==> src/rtl/fv_if_pkg.sv <==
// rtl/fv_if_pkg.sv - shared types and defaults for the fetch-side issue block.
// Optional replay support is controlled by macro FV_IF_REPLAY_EN.
package fv_if_pkg;

  localparam int INSTR_W_DEF = 32;
  localparam int ADDR_W_DEF  = 32;

  typedef struct packed {
    logic [INSTR_W_DEF-1:0] instr;
    logic [ADDR_W_DEF-1:0]  pc;
  } if_issue_entry_t;

  typedef enum logic [1:0] {
    ST_IDLE   = 2'd0,
    ST_RUN    = 2'd1,
    ST_REPLAY = 2'd2,
    ST_FLUSH  = 2'd3
  } if_state_e;

endpackage

==> src/rtl/fv_if_issue_fifo.sv <==
// rtl/fv_if_issue_fifo.sv - instruction FIFO with one push port and up to MAX_ISSUE pops per cycle.
// Head entries are presented combinationally on MAX_ISSUE read ports.
module fv_if_issue_fifo #(
  parameter int W         = 64,
  parameter int DEPTH     = 8,
  parameter int MAX_ISSUE = 2
) (
  input  logic                                 clk,
  input  logic                                 reset_,
  input  logic                                 clear,
  input  logic                                 push,
  input  logic [W-1:0]                         push_data,
  input  logic [$clog2(MAX_ISSUE+1)-1:0]       npop,
  output logic [MAX_ISSUE-1:0][W-1:0]          head_data,
  output logic [$clog2(DEPTH):0]               count
);

  localparam int AW = $clog2(DEPTH);
  localparam int CW = AW + 1;

  logic [W-1:0]  mem_q [DEPTH];
  logic [W-1:0]  mem_d [DEPTH];
  logic [AW-1:0] wr_ptr_q, wr_ptr_d;
  logic [AW-1:0] rd_ptr_q, rd_ptr_d;
  logic [CW-1:0] count_q, count_d;

  always_comb begin
    mem_d = mem_q;
    if (push) mem_d[wr_ptr_q] = push_data;
    wr_ptr_d = wr_ptr_q + AW'(push);
    rd_ptr_d = rd_ptr_q + AW'(npop);
    count_d  = count_q + CW'(push) - CW'(npop);
    // Clear wins over any same-cycle push or pop.
    if (clear) begin
      wr_ptr_d = '0;
      rd_ptr_d = '0;
      count_d  = '0;
    end
  end

  always_comb begin
    for (int k = 0; k < MAX_ISSUE; k++) begin
      head_data[k] = mem_q[rd_ptr_q + AW'(k)];
    end
    count = count_q;
  end

  always_ff @(posedge clk) begin
    mem_q <= mem_d;
  end

  always_ff @(posedge clk or posedge reset_) begin
    if (reset_) begin
      wr_ptr_q <= '0;
      rd_ptr_q <= '0;
      count_q  <= '0;
    end else begin
      wr_ptr_q <= wr_ptr_d;
      rd_ptr_q <= rd_ptr_d;
      count_q  <= count_d;
    end
  end

endmodule

==> src/rtl/fv_core_if_issue.sv <==
// rtl/fv_core_if_issue.sv - fetch-side issue stage: buffers fetched instructions, multi-issues, flushes and replays.
// Replay buffer, REPLAY state and replay_drop exist only when FV_IF_REPLAY_EN is defined.
module fv_core_if_issue
  import fv_if_pkg::*;
#(
  parameter int INSTR_W   = INSTR_W_DEF,
  parameter int ADDR_W    = ADDR_W_DEF,
  parameter int DEPTH     = 8,
  parameter int MAX_ISSUE = 2
) (
  input  logic                               clk,
  input  logic                               reset_,
  input  logic                               enq_valid,
  output logic                               enq_ready,
  input  logic [INSTR_W-1:0]                 enq_instr,
  input  logic [ADDR_W-1:0]                  enq_pc,
  output logic [MAX_ISSUE-1:0][INSTR_W-1:0]  issue_instr,
  output logic [MAX_ISSUE-1:0]               issue_valid,
  output logic [ADDR_W-1:0]                  issue_pc,
  output logic                               issue_stall,
  output logic                               issue_kill,
  input  logic                               ex_stall,
  input  logic                               ex_kill,
  input  logic                               killed_found,
  input  logic [INSTR_W-1:0]                 killed_instr,
  input  logic [ADDR_W-1:0]                  killed_pc,
  output logic [$clog2(DEPTH):0]             occupancy,
  output logic                               replay_drop
);

  localparam int CW = $clog2(DEPTH) + 1;
  localparam int PW = $clog2(MAX_ISSUE + 1);
  localparam int W  = INSTR_W + ADDR_W;

  if_state_e                   state_q, state_d;
  logic [MAX_ISSUE-1:0][W-1:0] head_data;
  logic [CW-1:0]               count;
  logic [CW-1:0]               count_next;
  logic [PW-1:0]               npop;
  logic [MAX_ISSUE-1:0]        run_valid;
  logic                        enq_fire;
  logic                        replay_pend;
  logic [INSTR_W-1:0]          replay_instr;
  logic [ADDR_W-1:0]           replay_pc;

  fv_if_issue_fifo #(
    .W         (W),
    .DEPTH     (DEPTH),
    .MAX_ISSUE (MAX_ISSUE)
  ) u_fifo (
    .clk       (clk),
    .reset_    (reset_),
    .clear     (ex_kill),
    .push      (enq_fire),
    .push_data ({enq_instr, enq_pc}),
    .npop      (npop),
    .head_data (head_data),
    .count     (count)
  );

`ifdef FV_IF_REPLAY_EN
  logic [INSTR_W-1:0] replay_instr_q, replay_instr_d;
  logic [ADDR_W-1:0]  replay_pc_q, replay_pc_d;
  logic               replay_drop_q, replay_drop_d;

  always_ff @(posedge clk or posedge reset_) begin
    if (reset_) begin
      replay_instr_q <= '0;
      replay_pc_q    <= '0;
      replay_drop_q  <= 1'b0;
    end else begin
      replay_instr_q <= replay_instr_d;
      replay_pc_q    <= replay_pc_d;
      replay_drop_q  <= replay_drop_d;
    end
  end

  assign replay_pend  = (state_q == ST_REPLAY);
  assign replay_instr = replay_instr_q;
  assign replay_pc    = replay_pc_q;
  assign replay_drop  = replay_drop_q;
`else
  logic unused_replay_in;

  assign unused_replay_in = ^{killed_found, killed_instr, killed_pc};
  assign replay_pend      = 1'b0;
  assign replay_instr     = '0;
  assign replay_pc        = '0;
  assign replay_drop      = 1'b0;
`endif

  always_comb begin
    enq_ready = (count < CW'(DEPTH)) && (state_q != ST_FLUSH);
    enq_fire  = enq_valid && enq_ready;

    for (int k = 0; k < MAX_ISSUE; k++) begin
      run_valid[k] = (count >= CW'(k + 1)) && !ex_stall && (state_q == ST_RUN);
    end
    npop = '0;
    for (int k = 0; k < MAX_ISSUE; k++) begin
      npop = npop + PW'(run_valid[k]);
    end
    count_next = count + CW'(enq_fire) - CW'(npop);

    // A pending replay owns slot 1 alone and never pops the FIFO.
    issue_valid = run_valid;
    if (replay_pend) begin
      issue_valid    = '0;
      issue_valid[0] = !ex_stall;
    end

    for (int k = 0; k < MAX_ISSUE; k++) begin
      issue_instr[k] = issue_valid[k] ? head_data[k][W-1:ADDR_W] : '0;
    end
    issue_pc = issue_valid[0] ? head_data[0][ADDR_W-1:0] : '0;
    if (replay_pend) begin
      issue_instr[0] = issue_valid[0] ? replay_instr : '0;
      issue_pc       = issue_valid[0] ? replay_pc : '0;
    end

    issue_stall = ((count != '0) || replay_pend) && ex_stall;
    issue_kill  = (state_q == ST_FLUSH);
    occupancy   = count;
  end

  always_comb begin
    state_d = state_q;
`ifdef FV_IF_REPLAY_EN
    replay_instr_d = replay_instr_q;
    replay_pc_d    = replay_pc_q;
    replay_drop_d  = replay_drop_q;
`endif
    case (state_q)
      ST_IDLE: if (enq_fire) state_d = ST_RUN;
      ST_RUN:  if (count_next == '0) state_d = ST_IDLE;
`ifdef FV_IF_REPLAY_EN
      ST_REPLAY: if (!ex_stall) state_d = (count_next != '0) ? ST_RUN : ST_IDLE;
`endif
      default: state_d = ST_IDLE;
    endcase
`ifdef FV_IF_REPLAY_EN
    // Only one replay can be held; a second report is lost and flagged.
    if (killed_found && !ex_kill) begin
      if (replay_pend) begin
        replay_drop_d = 1'b1;
      end else if (state_q != ST_FLUSH) begin
        state_d        = ST_REPLAY;
        replay_instr_d = killed_instr;
        replay_pc_d    = killed_pc;
      end
    end
`endif
    if (ex_kill) begin
      state_d = ST_FLUSH;
`ifdef FV_IF_REPLAY_EN
      replay_instr_d = '0;
      replay_pc_d    = '0;
`endif
    end
  end

  always_ff @(posedge clk or posedge reset_) begin
    if (reset_) state_q <= ST_IDLE;
    else        state_q <= state_d;
  end

endmodule

==> config.mk <==
export PLATFORM = sky130hd
export DESIGN_NAME = fv_core_if_issue
export DESIGN_NICKNAME = d
export VERILOG_FILES = /design/src/rtl/fv_if_pkg.sv /design/src/rtl/fv_if_issue_fifo.sv /design/src/rtl/fv_core_if_issue.sv
export SDC_FILE = /design/constraint.sdc
export NUM_CORES = 1
export LEC_CHECK = 0
export CAP_MARGIN = 20
export CELL_PAD_IN_SITES_DETAIL_PLACEMENT = 0
export CELL_PAD_IN_SITES_GLOBAL_PLACEMENT = 1
export CORE_ASPECT_RATIO = 0.9
export CORE_MARGIN = 4
export CORE_UTILIZATION = 55
export CTS_BUF_LIST = sky130_fd_sc_hd__clkbuf_4
export CTS_CLUSTER_DIAMETER = 150
export DETAILED_ROUTE_END_ITERATION = 8
export PLACE_DENSITY = 0.95
export RECOVER_POWER = 25
export SYNTH_ARGS = -nofsm -noshare
export SYNTH_HDL_FRONTEND = slang
export SYNTH_SLANG_ARGS = --single-unit
==> constraint.sdc <==
create_clock -name clk -period 12.55 [get_ports clk]
set_clock_uncertainty 0.1 [all_clocks]
set_input_delay 2.51 -clock clk [delete_from_list [all_inputs] [get_ports clk]]
set_output_delay 2.51 -clock clk [all_outputs]
set_load 0.02 [all_outputs]
==> results of run 1 <==
==> layer usage <==
| metal | up-vias | global-route usage [%] | routed length [µm] |
|---|---|---|---|
| met4 | 16 | 6.05 | 746 |
| met3 | 96 | 6.63 | 3650 |
| met1 | 6058 | 28.9 | 18200 |
| met2 | 460 | 37.7 | 25000 |
| met5 | - | 0 | 85 |
| li1 | 5094 | - | - |
==> report_power, final <==
part / internal, µW / switching (µW)
logic: 559 / 515
registers: 2000 / 57.8
clock network: 785 / 650
total: 3340 / 1220
==> cell type report <==
cell class,instances,area [µm²]
multi-input cells,482,6220
inverters,12,45.0
clock inverters,44,370
well taps,532,666
flip-flops and latches,524,15700
fillers,2678,13500
clock buffers,173,1300
diodes,6,15.0
repair buffers,198,1940
==> sequential cells by signal, indices dropped and copies added (netlist names) <==
signal           count
u_fifo.mem_q       512
u_fifo.count         4
u_fifo.rd_ptr_q      3
u_fifo.wr_ptr_q      3
state_q              2
==> cells by family (layout without fill, tap and decap cells) <==
| group | Yosys count | after routing | synth area share (%) |
|---|---|---|---|
| muxes | 257 | 257 | 22.4 |
| AOI/OAI and AO/OA | 42 | 42 | 0.995 |
| DFF | 524 | 524 | 70.4 |
| adders and majority gates | 14 | 14 | 0.854 |
| buffers and inverters | 82 | 427 | 2.15 |
| and+or+nand+nor | 163 | 163 | 3.00 |
| other | 1 | 7 | 0.0168 |
| xor gates and xnor gates | 5 | 5 | 0.197 |
==> cells in the final DEF (no fill, tap or decap), types with 6 or more instances in the layout <==
master,netlist,final
inv_1,12,12
nor2b_1,8,8
mux4_2,192,192
bufinv_16,0,7
nand2_1,66,66
edfxtp_1,512,512
ha_1,12,11
diode_2,0,6
clkbuf_4,0,173
clkdlybuf4s50_1,0,128
buf_4,17,24
dfrtp_1,12,9
a21oi_1,35,35
mux2i_1,64,64
clkinv_1,0,28
dlygate4sd3_1,0,45
nor2_1,75,69
nor2_4,0,6
==> worst min path at each step <==
| stage | start | to | cells after the start |
|---|---|---|---|
| finish | state_q[1] | state_q[0] | 1 |
| global route | state_q[1] | state_q[0] | 1 |
| CTS | state_q[1] | state_q[0] | 1 |
| detailed placement | state_q[1] | state_q[0] | 1 |
| global placement | state_q[1] | state_q[0] | 1 |
| floorplan | state_q[1] | state_q[0] | 1 |
==> stage by stage <==
stage	utilization [%]	power (µW)	area [µm²]	std cells	worst slack (ns)
6_report	66.1	4570	26200	1971	4.90
3_5_place_dp	61.8	3190	24500	1747	4.86
2_1_floorplan	-	2920	22300	1088	4.65
3_3_place_gp	61.8	3160	24500	1747	4.89
4_1_cts	66.0	4630	26200	1964	4.74
5_1_grt	66.1	4810	26200	1969	4.49
==> flow_metrics.py, run 1 <==
metrics = {
    "run_status": {
        "status": "completed",
    },
    "drt": {
        "wl_per_cell_um": 24.2,
        "vias": 11724,
        "antenna_left": 0,
        "firstDrtPassIters": 8,
        "drt_iter0_drc": 990,
        "viasPerCell": 5.95,
        "drc_errors": 0,
        "wirelength_mm": 47.7,
    },
    "synthesis": {
        "synthCells": 1088,
        "synthDistinctLibCells": 36,
        "ys_warn_count": 0,
        "synth_nets": 1236,
        "async_flop_share_pct": 2.29,
        "synth_common_cells": "edfxtp_1 (512), mux4_2 (192), nor2_1 (75)",
        "synth_top_area_share_pct": 69.1,
        "synth.most_common_cell": "edfxtp_1",
        "ys_top_cells_by_area": "edfxtp_1 (69%), mux4_2 (19%), mux2i_1 (2.9%)",
        "yosysTopAreaCell": "edfxtp_1",
        "ys.flop_type": "edfxtp_1",
        "syn_area_per_cell_um2": 20.5,
        "syn-cell-area_um2": 22300,
        "yosysSeqAreaShare_pct": 70.4,
        "synth-seq-cells": 524,
        "synth_edf_count": 512,
    },
    "setup_path": {
        "r2r_slack_ns": 8.14,
        "crit_chain": "clkdlybuf4s50_1, nor3b_1, o21ai_4, buf_4, nor2_1, clkdlybuf4s50_1",
        "required_ns": 9.94,
        "cp_top_family": "buffers and inverters",
        "worstSetupPathType": "input pin to primary output",
        "r2r_start": "u_fifo.count[3]",
        "critPathLaunchType": "input pin",
        "worst-path-buf-inv": 3,
        "critPathCaptureType": "primary output",
        "crit_path_start": "ex_stall",
        "worstPathArrival_ns": 5.04,
        "cp_max_fo": 65,
        "r2r_cells": 14,
        "rr_endpoint": "state_q[0]",
        "slowest_delay_ns": 0.66,
        "endpoint": "issue_pc[5]",
        "cp_common_cell": "clkdlybuf4s50_1",
        "slowest_stage": "clkdlybuf4s50_1",
        "cp_num_cells": 6,
    },
    "grt": {
        "grt_overflow": 0,
        "grt_max_degree": 66,
        "grt_usage_pct": 22.3,
        "antenna_found_initial": 14,
        "grt_pass1_wl_mm": 72.8,
        "grt_pass1_vias": 12595,
    },
    "clock_tree": {
        "postCtsHoldBufs": 0,
        "clkTransAtPathRegs_ns": 0.06,
        "root_buffer": "clkbuf_4",
        "cts_resized": 0,
        "cts_sinks": 524,
        "clock_tree.buffer_depth": 3,
        "post_cts_buffers": 0,
        "clkLatencyLatePin_ns": 0.78,
        "cts_made_buffers": 131,
        "ctsHtreeMaxLevel": 4,
        "cts_tree": "built",
    },
    "floorplanning": {
        "design.core.area_um2": 39700,
        "die_h_um": 199,
        "rows": 69,
        "pin_count": 240,
        "initial_core_util_pct": 56.0,
        "dieArea_um2": 43800,
        "fp.dieW_um": 220,
    },
    "timing": {
        "hold_viol": 0,
        "grt_setup_unrepaired": "no",
        "period_share_pct": 60.9,
        "setup_violations": 0,
        "layout_min_cycle_time_ns": 7.65,
        "fin_hold_ws_ns": 0.448,
        "slew_violations": 0,
        "slew_headroom_pct": 29.4,
        "worst_pin_slew_ns": 1.06,
        "fmax_ghz": 0.131,
        "fin_tns_setup_ns": 0,
    },
    "job": {
        "maxCapViolations": 0,
    },
    "cells_and_area": {
        "syn_to_final_growth_pct": 17.9,
        "final_nets": 1497,
        "drive_above_1_share_pct": 29.6,
    },
    "placement": {
        "port-buffer-count": 173,
        "place.gp.congestion": 0.766,
        "post-dp-hpwl_mm": 26.1,
    },
    "pwr": {
        "power.density_nw_per_um2": 174,
        "power_leakage_uw": 0.00822,
        "ir_drop_mv": 0.134,
    },
    "hold_path": {
        "hp-class": "flop to flop",
    },
}
Power figures use the tool's default switching activity.
==> run 2, diff against run 1 <==
--- a/config.mk
+++ b/config.mk
@@ -10,11 +10,11 @@
 export CELL_PAD_IN_SITES_GLOBAL_PLACEMENT = 1
 export CORE_ASPECT_RATIO = 0.9
 export CORE_MARGIN = 4
-export CORE_UTILIZATION = 55
+export CORE_UTILIZATION = 46
 export CTS_BUF_LIST = sky130_fd_sc_hd__clkbuf_4
 export CTS_CLUSTER_DIAMETER = 150
 export DETAILED_ROUTE_END_ITERATION = 8
-export PLACE_DENSITY = 0.95
+export PLACE_DENSITY = 0.9
 export RECOVER_POWER = 25
 export SYNTH_ARGS = -nofsm -noshare
 export SYNTH_HDL_FRONTEND = slang
==> constraint.sdc (replaced) <==
create_clock -name clk -period 6.8 [get_ports clk]
set_clock_uncertainty 0.1 [all_clocks]
set_input_delay 1.36 -clock clk [delete_from_list [all_inputs] [get_ports clk]]
set_output_delay 1.36 -clock clk [all_outputs]
set_load 0.02 [all_outputs]
==> run 2 against run 1 <==
Die area rose by 19%; sequential power rose by 83%; sequential share of layout area fell by 0.56 points; non-clock buffer count rose by 3; worst hold slack improved by 0.0045 ns; cell area rose by 0.94%; count of clock-buffer cells in the layout rose by 9; setup slack got worse by 4.0 ns; utilization fell by 11 points; largest cell class unchanged; largest power group unchanged.
==> flow_metrics.py, run 2 (synthesis results as in run 1) <==
metrics = {
    "clock_tree": {
        "clock_tree.buffer_depth": 3,
        "ctsHtreeMaxLevel": 4,
        "cts_tree": "built",
        "clkLatencyLatePin_ns": 0.85,
        "cts_made_buffers": 136,
        "cts_resized": 0,
        "clkTransAtPathRegs_ns": 0.06,
        "post_cts_buffers": 0,
        "cts_sinks": 524,
        "root_buffer": "clkbuf_4",
        "postCtsHoldBufs": 0,
    },
    "setup_path": {
        "cp_max_fo": 46,
        "worstPathArrival_ns": 4.41,
        "critPathCaptureType": "primary output",
        "r2r_start": "u_fifo.count[2]",
        "critPathLaunchType": "flop",
        "worstSetupPathType": "flop to primary output",
        "r2r_cells": 13,
        "required_ns": 5.34,
        "rr_endpoint": "state_q[0]",
        "r2r_slack_ns": 2.72,
    },
    "pwr": {
        "power.density_nw_per_um2": 323,
        "p_comb_share_pct": 23.7,
        "swShare_pct": 27.0,
        "power_leakage_uw": 0.00830,
        "pwr-share-clk_pct": 32.1,
        "power.switching_uw": 2310,
        "intPower_uw": 6250,
        "ir_drop_mv": 0.195,
        "finalPower_uw": 8560,
        "seq_power_share_pct": 44.2,
    },
    "drt": {
        "drc_errors": 0,
        "firstDrtPassIters": 5,
        "wl_per_cell_um": 23.8,
        "antenna_left": 0,
        "wirelength_mm": 49.6,
        "vias": 11838,
        "drt_iter0_drc": 868,
        "viasPerCell": 5.69,
    },
    "floorplanning": {
        "die_h_um": 217,
        "pin_count": 240,
        "dieArea_um2": 52000,
        "rows": 76,
        "fp.dieW_um": 240,
        "design.core.area_um2": 47800,
        "initial_core_util_pct": 46.5,
    },
    "grt": {
        "busiest_layer": "met2",
        "grt_use_met1_pct": 25.0,
        "grt_overflow": 0,
        "grt_pass1_vias": 12903,
        "grt_pass1_wl_mm": 75.8,
        "grtUsageMet3_pct": 6.15,
        "antenna_found_initial": 11,
        "grt_use_met2_pct": 32.4,
        "grt_max_degree": 121,
        "grt_usage_pct": 19.4,
    },
    "hold_path": {
        "hold_path_depth": 1,
        "hp-class": "flop to flop",
        "whs_endpoint": "state_q[0]",
        "min_from": "state_q[1]",
    },
    "cells_and_area": {
        "layout_commonest_cell": "edfxtp_1",
        "syn_to_final_growth_pct": 19.0,
        "fillers": 3656,
        "drive_above_1_share_pct": 30.4,
        "top_register": "u_fifo.mem_q",
        "layout.cells.non_filler": 2081,
        "largest_register_ffs": 512,
        "most-common-layout-cells": "edfxtp_1 (512), mux4_2 (192), clkbuf_4 (182), clkdlybuf4s50_1 (129), nor2_1 (69)",
        "final_nets": 1505,
    },
    "timing": {
        "slew_violations": 0,
        "hold_viol": 0,
        "fmax_ghz": 0.170,
        "worst_pin_slew_ns": 0.941,
        "fin_tns_setup_ns": 0,
        "slew_headroom_pct": 37.3,
        "period_share_pct": 86.3,
        "grt_setup_unrepaired": "no",
        "setup_violations": 0,
        "layout_min_cycle_time_ns": 5.87,
    },
    "run_status": {
        "status": "completed",
    },
    "placement": {
        "port-buffer-count": 173,
        "dp.cells": 1842,
        "place.gp.congestion": 0.715,
        "post-dp-hpwl_mm": 27.4,
    },
    "job": {
        "maxCapViolations": 0,
    },
}
==> run 2: cell types whose count changed in the layout (fill, tap and decap cells not counted), moves of 2 or more <==
cell	delta
clkinv_4	-2
diode_2	-2
clkinv_1	+2
buf_4	+2
clkinv_2	+8
clkbuf_4	+9
==> run 2: layout make-up <==
type	instances	area [µm²]	share of cell area (%)
clock buffer	182	1370	5.16
sequential	524	15700	59.2
clock inverter	52	404	1.53
multi-input combinational	482	6220	23.5
antenna	4	10.0	0.0378
inverter	12	45.0	0.170
timing repair buffer	201	1970	7.45
tap	624	781	2.95
==> run 2: power by group through the flow <==
stage                     sequential, µW  clock [µW]  combinational [µW]
after floorplan                     3810           0                1580
after global placement              3840           0                2010
after detailed placement            3850           0                2060
after CTS                           3780        2840                2060
after global routing                3790        3050                2210
final                               3780        2750                2030
==> run 2: worst max-delay path by stage <==
| stage | from | endpoint | cells past startpoint |
|---|---|---|---|
| global route | u_fifo.rd_ptr_q[1] | issue_instr[34] | 6 |
| finish | u_fifo.rd_ptr_q[1] | issue_instr[34] | 6 |
| global placement | ex_stall | issue_instr[33] | 6 |
| detailed placement | ex_stall | issue_instr[33] | 6 |
| CTS | u_fifo.rd_ptr_q[1] | issue_instr[34] | 6 |
| floorplan | enq_valid | u_fifo.mem_q[384] | 3 |
==> run 2: per-stage QoR <==
stage | hold WS, ns | instance area [µm²] | util [%] | setup WS [ns]
2_1_floorplan | 0.383 | 22300 | - | 0.0543
3_3_place_gp | 0.415 | 24700 | 51.6 | 1.27
3_5_place_dp | 0.446 | 24700 | 51.6 | 1.23
4_1_cts | 0.455 | 26400 | 55.3 | 0.751
5_1_grt | 0.470 | 26500 | 55.4 | 0.594
6_report | 0.453 | 26500 | 55.4 | 0.931
==> run 2: worst max-delay path, stage by stage (launching register included) <==
cell             delay [ns]
dfrtp_4                0.72
ha_4                   0.97
buf_4                  0.47
mux4_2                 0.55
nand2_1                0.08
a21oi_1                0.11
clkdlybuf4s50_1        0.60
==> run 2: per-layer routing <==
metal	routed length [µm]	part of all wire [%]
met1	19700	40
met2	25300	51
met3	3890	7.8
met4	547	1.1
met5	82	0.17
